[src/rtl/mips_pkg.sv]
// mips_pkg: shared constants and types for the 5-stage MIPS pipeline.
//   DATA_W / REG_W  : datapath and register-index widths
//   ALUOP_*         : ALU-op class codes produced by the main control unit
//   mem_width_e     : load/store access width codes
//   id_ex_ctrl_t    : control field group carried by the ID/EX latch
package mips_pkg;

  localparam int unsigned DATA_W = 32;
  localparam int unsigned REG_W  = 5;

  localparam logic [3:0] ALUOP_RTYPE = 4'b0000;
  localparam logic [3:0] ALUOP_LDST  = 4'b0001;
  localparam logic [3:0] ALUOP_ADDI  = 4'b1000;
  localparam logic [3:0] ALUOP_SLTI  = 4'b1010;
  localparam logic [3:0] ALUOP_ANDI  = 4'b1100;
  localparam logic [3:0] ALUOP_ORI   = 4'b1101;
  localparam logic [3:0] ALUOP_XORI  = 4'b1110;
  localparam logic [3:0] ALUOP_LUI   = 4'b1111;

  typedef enum logic [1:0] {
    MW_BYTE = 2'd0,
    MW_HALF = 2'd1,
    MW_WORD = 2'd3
  } mem_width_e;

  // Everything that must read as "no-op" in a bubble lives in this group.
  typedef struct packed {
    logic       valid;
    logic [3:0] alu_op;
    logic [5:0] func;
    logic       reg_dst;
    logic       alu_src;
    logic       mem_read;
    logic       mem_write;
    logic       mem_to_reg;
    logic       reg_write;
    logic [1:0] mem_width;
    logic       mem_unsigned;
  } id_ex_ctrl_t;

endpackage

[src/rtl/pipe_field_reg.sv]
// pipe_field_reg: W-bit pipeline register with enable and synchronous clear.
//   i_clk   : clock, rising edge
//   i_reset : synchronous active-high reset (highest priority)
//   i_en    : 0 holds the current value (clear is ignored while held)
//   i_clr   : with i_en=1, loads zero instead of i_d
//   i_d     : next value
//   o_q     : registered value
module pipe_field_reg #(
  parameter int unsigned W = 1
) (
  input  logic         i_clk,
  input  logic         i_reset,
  input  logic         i_en,
  input  logic         i_clr,
  input  logic [W-1:0] i_d,
  output logic [W-1:0] o_q
);

  logic [W-1:0] q_q;
  logic [W-1:0] q_d;

  always_comb begin
    q_d = q_q;
    if (i_en) begin
      q_d = i_clr ? '0 : i_d;
    end
  end

  always_ff @(posedge i_clk) begin
    if (i_reset) begin
      q_q <= '0;
    end else begin
      q_q <= q_d;
    end
  end

  assign o_q = q_q;

endmodule

[src/rtl/id_ex_latch.sv]
// id_ex_latch: ID/EX pipeline register of the 5-stage MIPS core.
//   i_clk, i_reset        : clock, synchronous active-high reset
//   i_enable              : debug run/step enable; 0 freezes every field
//   i_flush, i_bubble     : either one (with i_enable=1) turns the slot into a bubble
//   i_valid / o_valid     : slot holds a real instruction
//   i_pc_plus4, i_rs_data, i_rt_data, i_imm_ext : DATA_W data fields
//   i_rs, i_rt, i_rd, i_shamt                   : REG_W index fields
//   i_func, i_ALUop, control bits, i_mem_width, i_mem_unsigned : control fields
//   o_*                   : registered copy of the matching i_* (1-cycle latency)
module id_ex_latch #(
  parameter int unsigned DATA_W = mips_pkg::DATA_W,
  parameter int unsigned REG_W  = mips_pkg::REG_W
) (
  input  logic              i_clk,
  input  logic              i_reset,
  input  logic              i_enable,
  input  logic              i_flush,
  input  logic              i_bubble,
  input  logic              i_valid,
  input  logic [DATA_W-1:0] i_pc_plus4,
  input  logic [DATA_W-1:0] i_rs_data,
  input  logic [DATA_W-1:0] i_rt_data,
  input  logic [DATA_W-1:0] i_imm_ext,
  input  logic [REG_W-1:0]  i_rs,
  input  logic [REG_W-1:0]  i_rt,
  input  logic [REG_W-1:0]  i_rd,
  input  logic [REG_W-1:0]  i_shamt,
  input  logic [5:0]        i_func,
  input  logic [3:0]        i_ALUop,
  input  logic              i_reg_dst,
  input  logic              i_alu_src,
  input  logic              i_mem_read,
  input  logic              i_mem_write,
  input  logic              i_mem_to_reg,
  input  logic              i_reg_write,
  input  logic [1:0]        i_mem_width,
  input  logic              i_mem_unsigned,
  output logic              o_valid,
  output logic [DATA_W-1:0] o_pc_plus4,
  output logic [DATA_W-1:0] o_rs_data,
  output logic [DATA_W-1:0] o_rt_data,
  output logic [DATA_W-1:0] o_imm_ext,
  output logic [REG_W-1:0]  o_rs,
  output logic [REG_W-1:0]  o_rt,
  output logic [REG_W-1:0]  o_rd,
  output logic [REG_W-1:0]  o_shamt,
  output logic [5:0]        o_func,
  output logic [3:0]        o_ALUop,
  output logic              o_reg_dst,
  output logic              o_alu_src,
  output logic              o_mem_read,
  output logic              o_mem_write,
  output logic              o_mem_to_reg,
  output logic              o_reg_write,
  output logic [1:0]        o_mem_width,
  output logic              o_mem_unsigned
);

  import mips_pkg::*;

  localparam int unsigned CTRL_W = $bits(id_ex_ctrl_t);
  localparam int unsigned IDX_W  = 4 * REG_W;
  localparam int unsigned DAT_W  = 4 * DATA_W;

  // Flush and bubble collapse into one clear; freeze is handled by i_en.
  logic clear;
  assign clear = i_flush | i_bubble;

  id_ex_ctrl_t        ctrl_d;
  id_ex_ctrl_t        ctrl_q;
  logic [IDX_W-1:0]   idx_d;
  logic [IDX_W-1:0]   idx_q;
  logic [DAT_W-1:0]   dat_d;
  logic [DAT_W-1:0]   dat_q;

  always_comb begin
    ctrl_d              = '0;
    ctrl_d.valid        = i_valid;
    ctrl_d.alu_op       = i_ALUop;
    ctrl_d.func         = i_func;
    ctrl_d.reg_dst      = i_reg_dst;
    ctrl_d.alu_src      = i_alu_src;
    ctrl_d.mem_read     = i_mem_read;
    ctrl_d.mem_write    = i_mem_write;
    ctrl_d.mem_to_reg   = i_mem_to_reg;
    ctrl_d.reg_write    = i_reg_write;
    ctrl_d.mem_width    = i_mem_width;
    ctrl_d.mem_unsigned = i_mem_unsigned;
  end

  assign idx_d = {i_rs, i_rt, i_rd, i_shamt};
  assign dat_d = {i_pc_plus4, i_rs_data, i_rt_data, i_imm_ext};

  pipe_field_reg #(.W(CTRL_W)) u_ctrl_reg (
    .i_clk   (i_clk),
    .i_reset (i_reset),
    .i_en    (i_enable),
    .i_clr   (clear),
    .i_d     (ctrl_d),
    .o_q     (ctrl_q)
  );

  // Indices are cleared too so a bubble can never match in the forwarding unit.
  pipe_field_reg #(.W(IDX_W)) u_idx_reg (
    .i_clk   (i_clk),
    .i_reset (i_reset),
    .i_en    (i_enable),
    .i_clr   (clear),
    .i_d     (idx_d),
    .o_q     (idx_q)
  );

  pipe_field_reg #(.W(DAT_W)) u_dat_reg (
    .i_clk   (i_clk),
    .i_reset (i_reset),
    .i_en    (i_enable),
    .i_clr   (clear),
    .i_d     (dat_d),
    .o_q     (dat_q)
  );

  assign o_valid        = ctrl_q.valid;
  assign o_ALUop        = ctrl_q.alu_op;
  assign o_func         = ctrl_q.func;
  assign o_reg_dst      = ctrl_q.reg_dst;
  assign o_alu_src      = ctrl_q.alu_src;
  assign o_mem_read     = ctrl_q.mem_read;
  assign o_mem_write    = ctrl_q.mem_write;
  assign o_mem_to_reg   = ctrl_q.mem_to_reg;
  assign o_reg_write    = ctrl_q.reg_write;
  assign o_mem_width    = ctrl_q.mem_width;
  assign o_mem_unsigned = ctrl_q.mem_unsigned;

  assign {o_rs, o_rt, o_rd, o_shamt}                  = idx_q;
  assign {o_pc_plus4, o_rs_data, o_rt_data, o_imm_ext} = dat_q;

endmodule

[config.mk]
export PLATFORM = sky130hd
export DESIGN_NAME = id_ex_latch
export DESIGN_NICKNAME = d
export VERILOG_FILES = /design/src/rtl/mips_pkg.sv /design/src/rtl/pipe_field_reg.sv /design/src/rtl/id_ex_latch.sv
export SDC_FILE = /design/constraint.sdc
export NUM_CORES = 1
export LEC_CHECK = 0
export BUFFER_PORTS_ARGS = -buffer_cell sky130_fd_sc_hd__buf_4
export CORE_AREA = 2 2 134 136
export DETAILED_ROUTE_END_ITERATION = 12
export DIE_AREA = 0 0 136 138
export GPL_TIMING_DRIVEN = 1
export PLACE_DENSITY = 0.76
export SLEW_MARGIN = 15
export SYNTH_ARGS = -nofsm -noshare
export SYNTH_HDL_FRONTEND = slang
export SYNTH_HIERARCHICAL = 1
export SYNTH_SLANG_ARGS = --single-unit
[constraint.sdc]
create_clock -name i_clk -period 1.4 [get_ports i_clk]
set_clock_uncertainty 0.2 [all_clocks]
set_input_delay 0.07 -clock i_clk [delete_from_list [all_inputs] [get_ports i_clk]]
set_output_delay 0.07 -clock i_clk [all_outputs]
set_load 0.1 [all_outputs]
==> impl_metrics.csv, run 1 <==
group,metric,value,unit
outcome,status,"aborted with a tool error",
outcome,outcome.stop_stage,"4_1_cts",
outcome,error,"[ERROR RSZ-0060] Max buffer count reached.",
yosys,yosysTopAreaCell,"dfxtp_1",
cts,cts_max_path_buffers,2,
yosys,netlist_area,6959,sq um
yosys,synth_area_per_cell,9.341,sq um
placement,hpwlAfterDp,14220,um
yosys,ys_seq_elements,168,
cts,clockRootBuffer,"clkbuf_16",
cts,htreeDepth,4,
die,die_y,138,um
placement,io_buffer_count,340,
die,io_pins,341,
cts,ctsResizeCount,0,
yosys,netlist_top_cells_area,"dfxtp_1 48%, nand3b_1 18%, nand2b_1 13%",
yosys,yosys.area.top_type_share,48.33,%
die,start_util,39.69,%
yosys,syn_nets,918,
yosys,seq_area_frac_synth,48.33,%
cts,cts_made_buffers,17,
die,rows,49,
cts,cts_setup_buffers,0,
yosys,synth_warnings,6,
yosys,synthCells,745,
cts,cts_hold_buf,258,
cts,clock-sinks,168,
placement,gp_congestion,0.7913,
yosys,synth_cell_type_count,12,
die,die_w,136,um
-- per-stage QoR --
step	utilization, %	hold slack, ns	setup slack (ns)	instances	instance area [sq um]
global placement	56.48	0.1432	0.08687	1256	9903
floorplan	-	0.02633	0.1782	745	7169
detailed placement	56.48	0.1480	0.06861	1256	9903
-- cells in the mapped netlist, drive strengths merged --
library cell / number
a21oi: 168
buf: 27
clkbuf: 45
dfxtp: 168
nand2b: 168
nand3b: 168
or2: 1
-- logic make-up after synthesis --
kind of cell           share of synthesized area, %
buffers and inverters                         4.908
flip-flops                                    48.33
AND/OR/NAND/NOR                               34.25
AO/OA/AOI/OAI                                 12.51
==> inputs of run 2 (changes only) <==
- CORE_AREA: 2 2 134 136 -> unset
- CORE_MARGIN: unset -> 2
- CORE_UTILIZATION: unset -> 40
- DIE_AREA: 0 0 136 138 -> unset
- PLACE_DENSITY: 0.76 -> unset
- PLACE_DENSITY_LB_ADDON: unset -> 0.15
==> run 2 against run 1 <==
Net effect: the run now ends clean; synthesized cell count did not move; synthesized area did not move.
==> impl_metrics.csv, run 2 <==
group,metric,value,unit
die,io_pins,341,
grt,antenna_found_initial,1,
grt,grt_pass1_vias,7400,
job,cap_violations,0,
critical_path,crit_arrival,1.54,ns
layout,mostFrequentLayoutCell,"buf_4",
die,core-area,17180,sq um
routing,vias,7319,
cts,cts_max_path_buffers,2,
cts,htreeDepth,4,
yosys,synth_common_cells,"168 x dfxtp_1, 168 x nand3b_1, 160 x a21oi_1, 142 x nand2b_1, 41 x clkbuf_1",
yosys,yosys.area.top_type_share,48.33,%
power,seq_power_share,40.4,%
routing,vias_per_cell,4.879,
sta,rsz0062_at_grt,"yes",
yosys,synthCells,745,
min_path,hold_path.startpoint,"i_enable",
layout,layout_common_cells,"347 x buf_4, 195 x dlygate4sd3_1, 168 x nand3b_1, 168 x dfxtp_2, 157 x a21oi_1",
routing,wl_per_cell,16.60,um
grt,grt_max_degree,89,
min_path,hold_path_depth,4,
critical_path,worstPathRequired,1.55,ns
critical_path,rr_startpoint,"u_dat_reg/o_q[102]",
critical_path,worst-path-max-fanout,39,
placement,io_buffer_count,340,
layout,largest_reg_flops,128,
die,start_util,40.52,%
critical_path,crit_path_end_kind,"register",
routing,dr.first_iter.drc_count,275,
power,switching_share,29.09,%
power,p_leak,5.101,nW
sta,tightest_slew,0.5266,ns
power,ir_drop,0.8438,mV
critical_path,ff2ff_setup_slack,0.05,ns
sta,clock.fmax,718.2,MHz
sta,fin_crit_sh,99.46,%
critical_path,r2r_end,"u_dat_reg/o_q[102]",
outcome,status,"complete, no violations",
power,fin_total_pwr,12.33,mW
die,die_w,135.9,um
sta,min_period,1.392,ns
power,combPwrFrac,20.8,%
grt,grt_util_all_layers,24.97,%
cts,clk_pin_slew,0.06,ns
routing,dr.pass1.iters,4,
routing,post-route-drc-count,0,
yosys,async_reset_ff_share,0,%
yosys,synth_area_per_cell,9.341,sq um
grt,grt_pass1_wl,36670,um
power,p_clk_share,38.8,%
power,switchingPower,3.587,mW
routing,antenna_left,0,
die,dieArea,18470,sq um
yosys,netlist_top_cells_area,"dfxtp_1 48%, nand3b_1 18%, nand2b_1 13%",
placement,dpl_worst_slack,0.06254,ns
cts,clockRootBuffer,"clkbuf_16",
sta,finalSetupViolations,0,
power,powerDensity,969.5,nW/um^2
die,rows,48,
die,die_y,135.9,um
sta,slew-limit-headroom,64.89,%
cts,clock-sinks,168,
yosys,netlist_area,6959,sq um
sta,finalHoldViolCount,0,
sta,setup_ws,0.007544,ns
min_path,whs_endpoint,"u_dat_reg/o_q[39]",
placement,gp_congestion,0.7509,
cts,clk_latency,0.42,ns
yosys,syn_nets,918,
yosys,synth_enable_flop_cells,0,
power,power.internal,8.745,mW
min_path,hp-class,"input port to register",
yosys,seq_area_frac_synth,48.33,%
critical_path,cp-start-kind,"input port",
cts,cts_tree,"yes",
yosys,yosys_most_used_dff,"dfxtp_1",
critical_path,crit_type,"input port to register",
layout,syn_to_final_growth,82.78,%
yosys,synth_cell_type_count,12,
sta,report.final.slew_viol_count,0,
yosys,yosysTopAreaCell,"dfxtp_1",
yosys,synth_warnings,6,
layout,drive_above_1_share,46.86,%
grt,grt_overflow,0,
yosys,ys_seq_elements,168,
placement,hpwlAfterDp,13840,um
layout,final_nets,1434,
routing,postRouteWirelength,24900,um
cts,cts_made_buffers,17,
critical_path,reg2reg_depth,3,
-- run 2: how the worst max path moves through the flow --
stage | from | to | slack, ns | cells after the start
after global routing | i_flush | u_dat_reg/o_q[50] | -0.04 | 6
after floorplan | i_bubble | u_dat_reg/o_q[26] | 0.18 | 5
after CTS | i_enable | u_ctrl_reg/o_q[13] | 0.01 | 5
final | i_flush | u_dat_reg/o_q[50] | 0.008 | 6
after global placement | i_bubble | u_dat_reg/o_q[90] | 0.12 | 5
after detailed placement | i_bubble | u_idx_reg/o_q[15] | 0.06 | 5
-- run 2: cell type report --
cell class	instances	area, sq um
fillers	1201	4457
well taps	225	281.5
diodes	1	2.502
flip-flops and latches	168	3573
multi-input cells	505	3268
clock inverters	14	161.4
clock buffers	18	439.2
repair buffers	569	4994
-- run 2: cells by family (layout without fill, tap and decap cells) --
| kind of cell | after synthesis | after routing | share of synthesized area [%] |
|---|---|---|---|
| and+or+nand+nor | 337 | 337 | 34.25 |
| AOI/OAI and AO/OA | 168 | 168 | 12.51 |
| DFF | 168 | 168 | 48.33 |
| buffers and inverters | 72 | 601 | 4.908 |
| other | 0 | 1 | 0 |
-- run 2: repair_timing --
item,in CTS,in global routing
hold buffers,210,0
buffers inserted,0,2
gates resized for setup,0,22
endpoints found under the hold margin,168,0
setup endpoints to repair,0,44
-- run 2: per-layer routing --
metal  track usage (%)  share of wire [%]  vias to the layer above
li1                  -                  -                     3559
met1             27.13                 39                     3448
met2             44.56                 51                      255
met3             8.240                6.8                       57
met4             10.36                3.3                        0
met5                 0                  0                        -
-- run 2: stage by stage --
step            TNS, ns  utilization [%]  instance area, sq um  instances  hold WS, ns
6_report              0            74.05                 12720       1500      0.01766
5_1_grt        -0.06825            74.05                 12720       1500      0.01797
4_1_cts               0            73.26                 12580       1495     0.003253
3_5_place_dp          0            57.52                  9881       1253      0.08760
3_3_place_gp          0            57.52                  9881       1253      0.08561
2_1_floorplan         0                -                  7169        745      0.02633
-- run 2: power groups by stage --
stage / Sequential, mW / Clock [mW] / Combinational, mW
2_1_floorplan: 5.93 / 0 / 0.516
3_3_place_gp: 5.08 / 0 / 2.04
3_5_place_dp: 5.09 / 0 / 2.05
4_1_cts: 4.98 / 4.90 / 2.49
5_1_grt: 4.99 / 5.11 / 2.68
6_report: 4.98 / 4.78 / 2.57
-- run 2: critical path: stages --
cell and delay [ns]:
buf_4 0.11, or2_4 0.30, buf_16 0.19, nand3b_1 0.17
dlygate4sd3_1 0.56, a21oi_1 0.11
No activity file was read; power rests on OpenSTA's default activity.
==> inputs of run 3 (changes only) <==
- CORE_AREA: unset -> 2 2 134 136
- CORE_MARGIN: 2 -> unset
- CORE_UTILIZATION: 40 -> unset
- DIE_AREA: unset -> 0 0 136 138
- clock period: 1.4 -> 1.55 ns (I/O delays scaled with it)
==> run 3 against run 2 <==
Net effect: cell count down 0.27%; clock-buffer cell count grew 3; global-route usage fell by 1.2 points; sequential cell count unchanged; combinational power down 11%; setup slack better by 0.017 ns; register-to-register slack improved by 0.10 ns; clock power decreased by 12%; sequential power shrank 10%; utilization down 3.8 points; routed wire length fell by 5.8%; largest cell class unchanged; highest routed layer unchanged.
==> impl_metrics.csv, run 3 (synthesis gave the netlist of run 2 again) <==
group,metric,value,unit
sta,clock.fmax,655.6,MHz
cts,ctsResizeCount,0,
critical_path,rr_startpoint,"u_ctrl_reg/o_q[13]",
die,start_util,39.69,%
sta,finalSetupViolations,0,
critical_path,r2r_end,"u_ctrl_reg/o_q[13]",
placement,gp_congestion,0.7965,
power,powerDensity,889.8,nW/um^2
die,io_pins,341,
cts,clock-sinks,168,
min_path,hold_path.startpoint,"i_enable",
cts,cts_tree,"yes",
routing,dr.pass1.iters,6,
die,die_y,138,um
grt,antenna_found_initial,1,
routing,post-route-drc-count,0,
sta,setup_ws,0.02473,ns
die,core-area,17530,sq um
min_path,whs_endpoint,"u_dat_reg/o_q[117]",
routing,vias_per_cell,4.795,
grt,grt_pass1_vias,7169,
cts,cts_made_buffers,17,
min_path,hp-class,"input port to register",
layout,mostFrequentLayoutCell,"buf_4",
die,die_w,136,um
sta,fin_crit_sh,98.40,%
sta,slew-limit-headroom,69.95,%
power,p_leak,4.982,nW
routing,postRouteWirelength,23460,um
critical_path,worstPathRequired,1.70,ns
job,cap_violations,0,
outcome,status,"complete, no violations",
layout,fin_area,12320,sq um
critical_path,worst-path-max-fanout,57,
sta,fin_setup_tns,0,ns
grt,grt_overflow,0,
grt,grt_util_all_layers,23.78,%
critical_path,crit_path_end_kind,"register",
critical_path,cp-start-kind,"input port",
die,rows,49,
cts,clk_pin_slew,0.07,ns
sta,report.final.slew_viol_count,0,
critical_path,crit_arrival,1.67,ns
min_path,hold_path_depth,4,
layout,largest_reg_flops,128,
critical_path,reg2reg_depth,3,
routing,vias,7173,
die,dieArea,18770,sq um
sta,rsz0062_at_grt,"no",
critical_path,crit_type,"input port to register",
sta,tightest_slew,0.4493,ns
cts,htreeDepth,4,
routing,antenna_left,0,
routing,wl_per_cell,15.68,um
routing,dr.first_iter.drc_count,281,
placement,dpl_worst_slack,0.1686,ns
layout,final_nets,1426,
layout,layout_common_cells,"348 x buf_4, 201 x dlygate4sd3_1, 168 x nand3b_1, 168 x dfxtp_1, 160 x a21oi_1",
grt,grt_pass1_wl,35990,um
placement,placed_area,9716,sq um
cts,clk_latency,0.42,ns
cts,cts_max_path_buffers,2,
placement,hpwlAfterDp,13820,um
power,ir_drop,0.7375,mV
critical_path,ff2ff_setup_slack,0.15,ns
layout,drive_above_1_share,33.49,%
sta,finalHoldViolCount,0,
grt,grt_max_degree,61,
sta,min_period,1.525,ns
cts,clockRootBuffer,"clkbuf_16",
placement,io_buffer_count,340,
layout,syn_to_final_growth,77.08,%
## run 3: cell types whose count changed in the layout (fill, tap and decap cells not counted), sizes merged
cell / delta
inv: -4
clkinv: +1
clkbuf: +1
dlymetal6s4s: -15
dlygate4sd3: +6
or2: +1
buf: +2
## run 3: what timing repair did
action | 4_1_cts | 5_1_grt
endpoints found under the setup margin | 0 | 3
hold buffers | 199 | 2
buffers inserted | 0 | 2
endpoints found under the hold margin | 168 | 4
## run 3: metrics by stage
step / instances / power [mW] / hold WS [ns] / utilization, %
final: 1496 / 10.97 / 0.03093 / 70.28
after global routing: 1496 / 11.33 / 0.04722 / 70.28
after CTS: 1490 / 11.02 / 0.01206 / 70.03
after detailed placement: 1259 / 6.436 / 0.1630 / 55.41
after global placement: 1259 / 6.428 / 0.1584 / 55.41
after floorplan: 745 / 5.794 / 0.04135 / -
## run 3: routing by layer
layer | up-vias | GRT usage (%) | routed length, um
met5 | - | 0 | 0
met2 | 250 | 40.70 | 11590
met4 | 0 | 11.24 | 709
met3 | 53 | 6.491 | 1657
li1 | 3545 | - | -
met1 | 3325 | 27.24 | 9507
## run 3: area by class of cell
class                   instances  area [sq um]
fillers                      1317          5211
repair buffers                560          4836
flip-flops and latches        168          3363
multi-input cells             506          3263
clock buffers                  21         450.4
well taps                     229         286.5
clock inverters                11         121.4
diodes                          1         2.502
## run 3: where the power goes
group	leakage (nW)	total [mW]	switching [mW]	internal, mW
combinational	3.34	2.28	1.30	0.980
sequential	1.36	4.48	0.0589	4.42
clock	0.278	4.21	1.79	2.42
total	4.98	11.0	3.14	7.82
## run 3: worst max path at each step
stage,startpoint,to,slack [ns]
2_1_floorplan,u_ctrl_reg/o_q[15],u_ctrl_reg/o_q[15],0.12
3_3_place_gp,i_bubble,u_dat_reg/o_q[88],0.19
3_5_place_dp,i_bubble,u_dat_reg/o_q[71],0.17
4_1_cts,i_bubble,u_dat_reg/o_q[8],0.09
5_1_grt,i_flush,u_dat_reg/o_q[8],0.01
6_report,i_flush,u_dat_reg/o_q[8],0.02
## run 3: critical path, cell delays in order
cell,delay [ns]
buf_4,0.13
or2_4,0.32
buf_12,0.20
nand3b_1,0.18
dlygate4sd3_1,0.59
a21oi_1,0.16
==> inputs of run 4 (changes only) <==
- CAP_MARGIN: unset -> 20
- CORE_AREA: 2 2 134 136 -> 2 2 133 135
- DIE_AREA: 0 0 136 138 -> 0 0 135 137
- SYNTH_HIERARCHICAL: 1 -> unset
==> run 4 against run 3 <==
Net effect: clock power up 2%; hold slack gained 0.0039 ns; via count rose by 7.9%; first-iteration DRC count rose by 65%.
==> impl_metrics.csv, run 4 <==
group,metric,value,unit
outcome,status,"complete, no violations",
critical_path,crit_type,"input port to register",
sta,whs,0.03478,ns
yosys,synth_common_cells,"168 x a21oi_1, 168 x dfxtp_1, 168 x nand2b_1, 168 x nand4bb_1, 53 x clkbuf_1",
sta,tightest_slew,0.5439,ns
yosys,netlist_top_cells_area,"dfxtp_1 44%, nand4bb_1 25%, nand2b_1 14%",
grt,globalRouteMet1Util,31.11,%
routing,vias,7742,
cts,ctsResizeCount,0,
die,die_w,135,um
routing,dr.first_iter.drc_count,463,
routing,post-route-drc-count,0,
critical_path,crit_chain,"dlygate4sd3_1 -> buf_4 -> nand4bb_1 -> dlygate4sd3_1 -> a21oi_1",
critical_path,slowest_delay,0.58,ns
sta,rsz0062_at_grt,"no",
yosys,synth_cell_type_count,10,
yosys,ys_seq_elements,168,
routing,postRouteWirelength,26290,um
cts,cts_tree,"yes",
cts,clk_latency,0.42,ns
grt,gr-usage-met3,7.815,%
sta,finalSetupViolations,0,
die,core-area,17060,sq um
grt,grt_overflow,0,
job,cap_violations,0,
yosys,yosys_most_used_dff,"dfxtp_1",
yosys,synthCells,764,
power,p_leak,5.104,nW
sta,report.final.slew_viol_count,0,
layout,drive_above_1_share,30.46,%
yosys,yosysTopAreaCell,"dfxtp_1",
cts,clk_pin_slew,0.06,ns
grt,grt_util_all_layers,27.01,%
critical_path,crit_arrival,1.62,ns
critical_path,crit_path_end_kind,"register",
layout,final_nets,1435,
critical_path,worstPathRequired,1.69,ns
grt,grt_pass1_vias,7601,
critical_path,crit_top_cell,"dlygate4sd3_1",
cts,htreeDepth,4,
die,io_pins,341,
layout,mostFrequentLayoutCell,"buf_4",
power,ir_drop,0.8371,mV
sta,finalHoldViolCount,0,
grt,busiest_layer,"met2",
critical_path,cp-start-kind,"input port",
critical_path,cp_slowest_cell,"dlygate4sd3_1",
sta,clock.fmax,673.1,MHz
yosys,synth_warnings,0,
yosys,syn_nets,937,
sta,slew-limit-headroom,63.62,%
cts,cts_made_buffers,17,
min_path,hp-class,"input port to register",
yosys,synth_area_per_cell,9.964,sq um
grt,grt_use_met2,47.29,%
placement,io_buffer_count,340,
yosys,yosys.area.top_type_share,44.18,%
sta,min_period,1.486,ns
layout,largest_reg_flops,128,
layout,layout_common_cells,"350 x buf_4, 210 x dlygate4sd3_1",
die,rows,48,
sta,fin_setup_tns,0,ns
critical_path,worst-path-max-fanout,1,
placement,hpwlAfterDp,15060,um
die,dieArea,18500,sq um
cts,cts_max_path_buffers,2,
yosys,synth_enable_flop_cells,0,
die,start_util,44.63,%
cts,clockRootBuffer,"clkbuf_16",
yosys,seq_area_frac_synth,44.18,%
cts,clock-sinks,168,
grt,antenna_found_initial,1,
yosys,async_reset_ff_share,0,%
power,powerDensity,865.1,nW/um^2
grt,grt_max_degree,78,
sta,fin_crit_sh,95.85,%
placement,gp_congestion,0.7765,
routing,dr.pass1.iters,5,
routing,wl_per_cell,17.51,um
grt,grt_pass1_wl,39630,um
routing,antenna_left,0,
yosys,netlist_area,7612,sq um
routing,vias_per_cell,5.158,
die,die_y,137,um
layout,syn_to_final_growth,70.30,%
run 4: path summary, 6_finish.rpt:
path                                   startpoint                 to  slack, ns  cells after the start
worst min-delay path                      i_reset  u_dat_reg.o_q[27]       0.03                      3
worst max-delay path                      i_rs[4]  u_idx_reg.o_q[19]       0.06                      5
worst min register to register  u_dat_reg.o_q[71]  u_dat_reg.o_q[71]       0.27                      2
worst max register to register  u_dat_reg.o_q[12]  u_dat_reg.o_q[12]       0.12                      3
run 4: area by class of cell:
cell class / instances / area (sq um)
tap: 225 / 281.5
clock buffer: 23 / 467.9
clock inverter: 8 / 121.4
antenna: 2 / 5.005
timing repair buffer: 571 / 4941
sequential: 168 / 3363
multi-input combinational: 504 / 3784
fill: 1153 / 4093
run 4: routing by layer:
metal	vias up	share of wire (%)
li1	3731	-
met5	-	0
met4	0	3.0
met1	3676	39
met3	49	7.2
met2	286	51
run 4: through the flow:
stage / cells / cell area, sq um / total power [mW] / setup slack, ns / util [%]
floorplan: 764 / 7612 / 5.919 / 0.1048 / -
global placement: 1258 / 10270 / 6.563 / 0.3037 / 60.20
detailed placement: 1258 / 10270 / 6.572 / 0.2962 / 60.20
CTS: 1499 / 12960 / 11.26 / 0.1437 / 75.98
global route: 1500 / 12960 / 11.57 / 0.03951 / 75.99
finish: 1501 / 12960 / 11.21 / 0.06433 / 76.01
run 4: what timing repair did:
| action | CTS | global route |
|---|---|---|
| hold buffers | 210 | 0 |
| buffers inserted | 0 | 0 |
| hold endpoints to repair | 168 | 0 |
run 4: cell families (layout without fill, tap and decap cells):
group | after synthesis | after routing | synth area share, %
simple gates | 336 | 336 | 38.66
compound gates | 168 | 168 | 11.05
buf+inv | 92 | 602 | 6.114
other cells | 0 | 2 | 0
flops | 168 | 168 | 44.18
run 4: worst max-delay path: cells and delay by family:
kind	cells	cell delay [ns]
AOI/OAI and AO/OA	1	0.17
buffers and inverters	3	1.28
and+or+nand+nor	1	0.09
run 4: power breakdown:
group	internal, mW	switching (mW)	total [mW]
Clock	2.61	1.70	4.31
Sequential	4.42	0.0573	4.48
Combinational	1.06	1.37	2.42
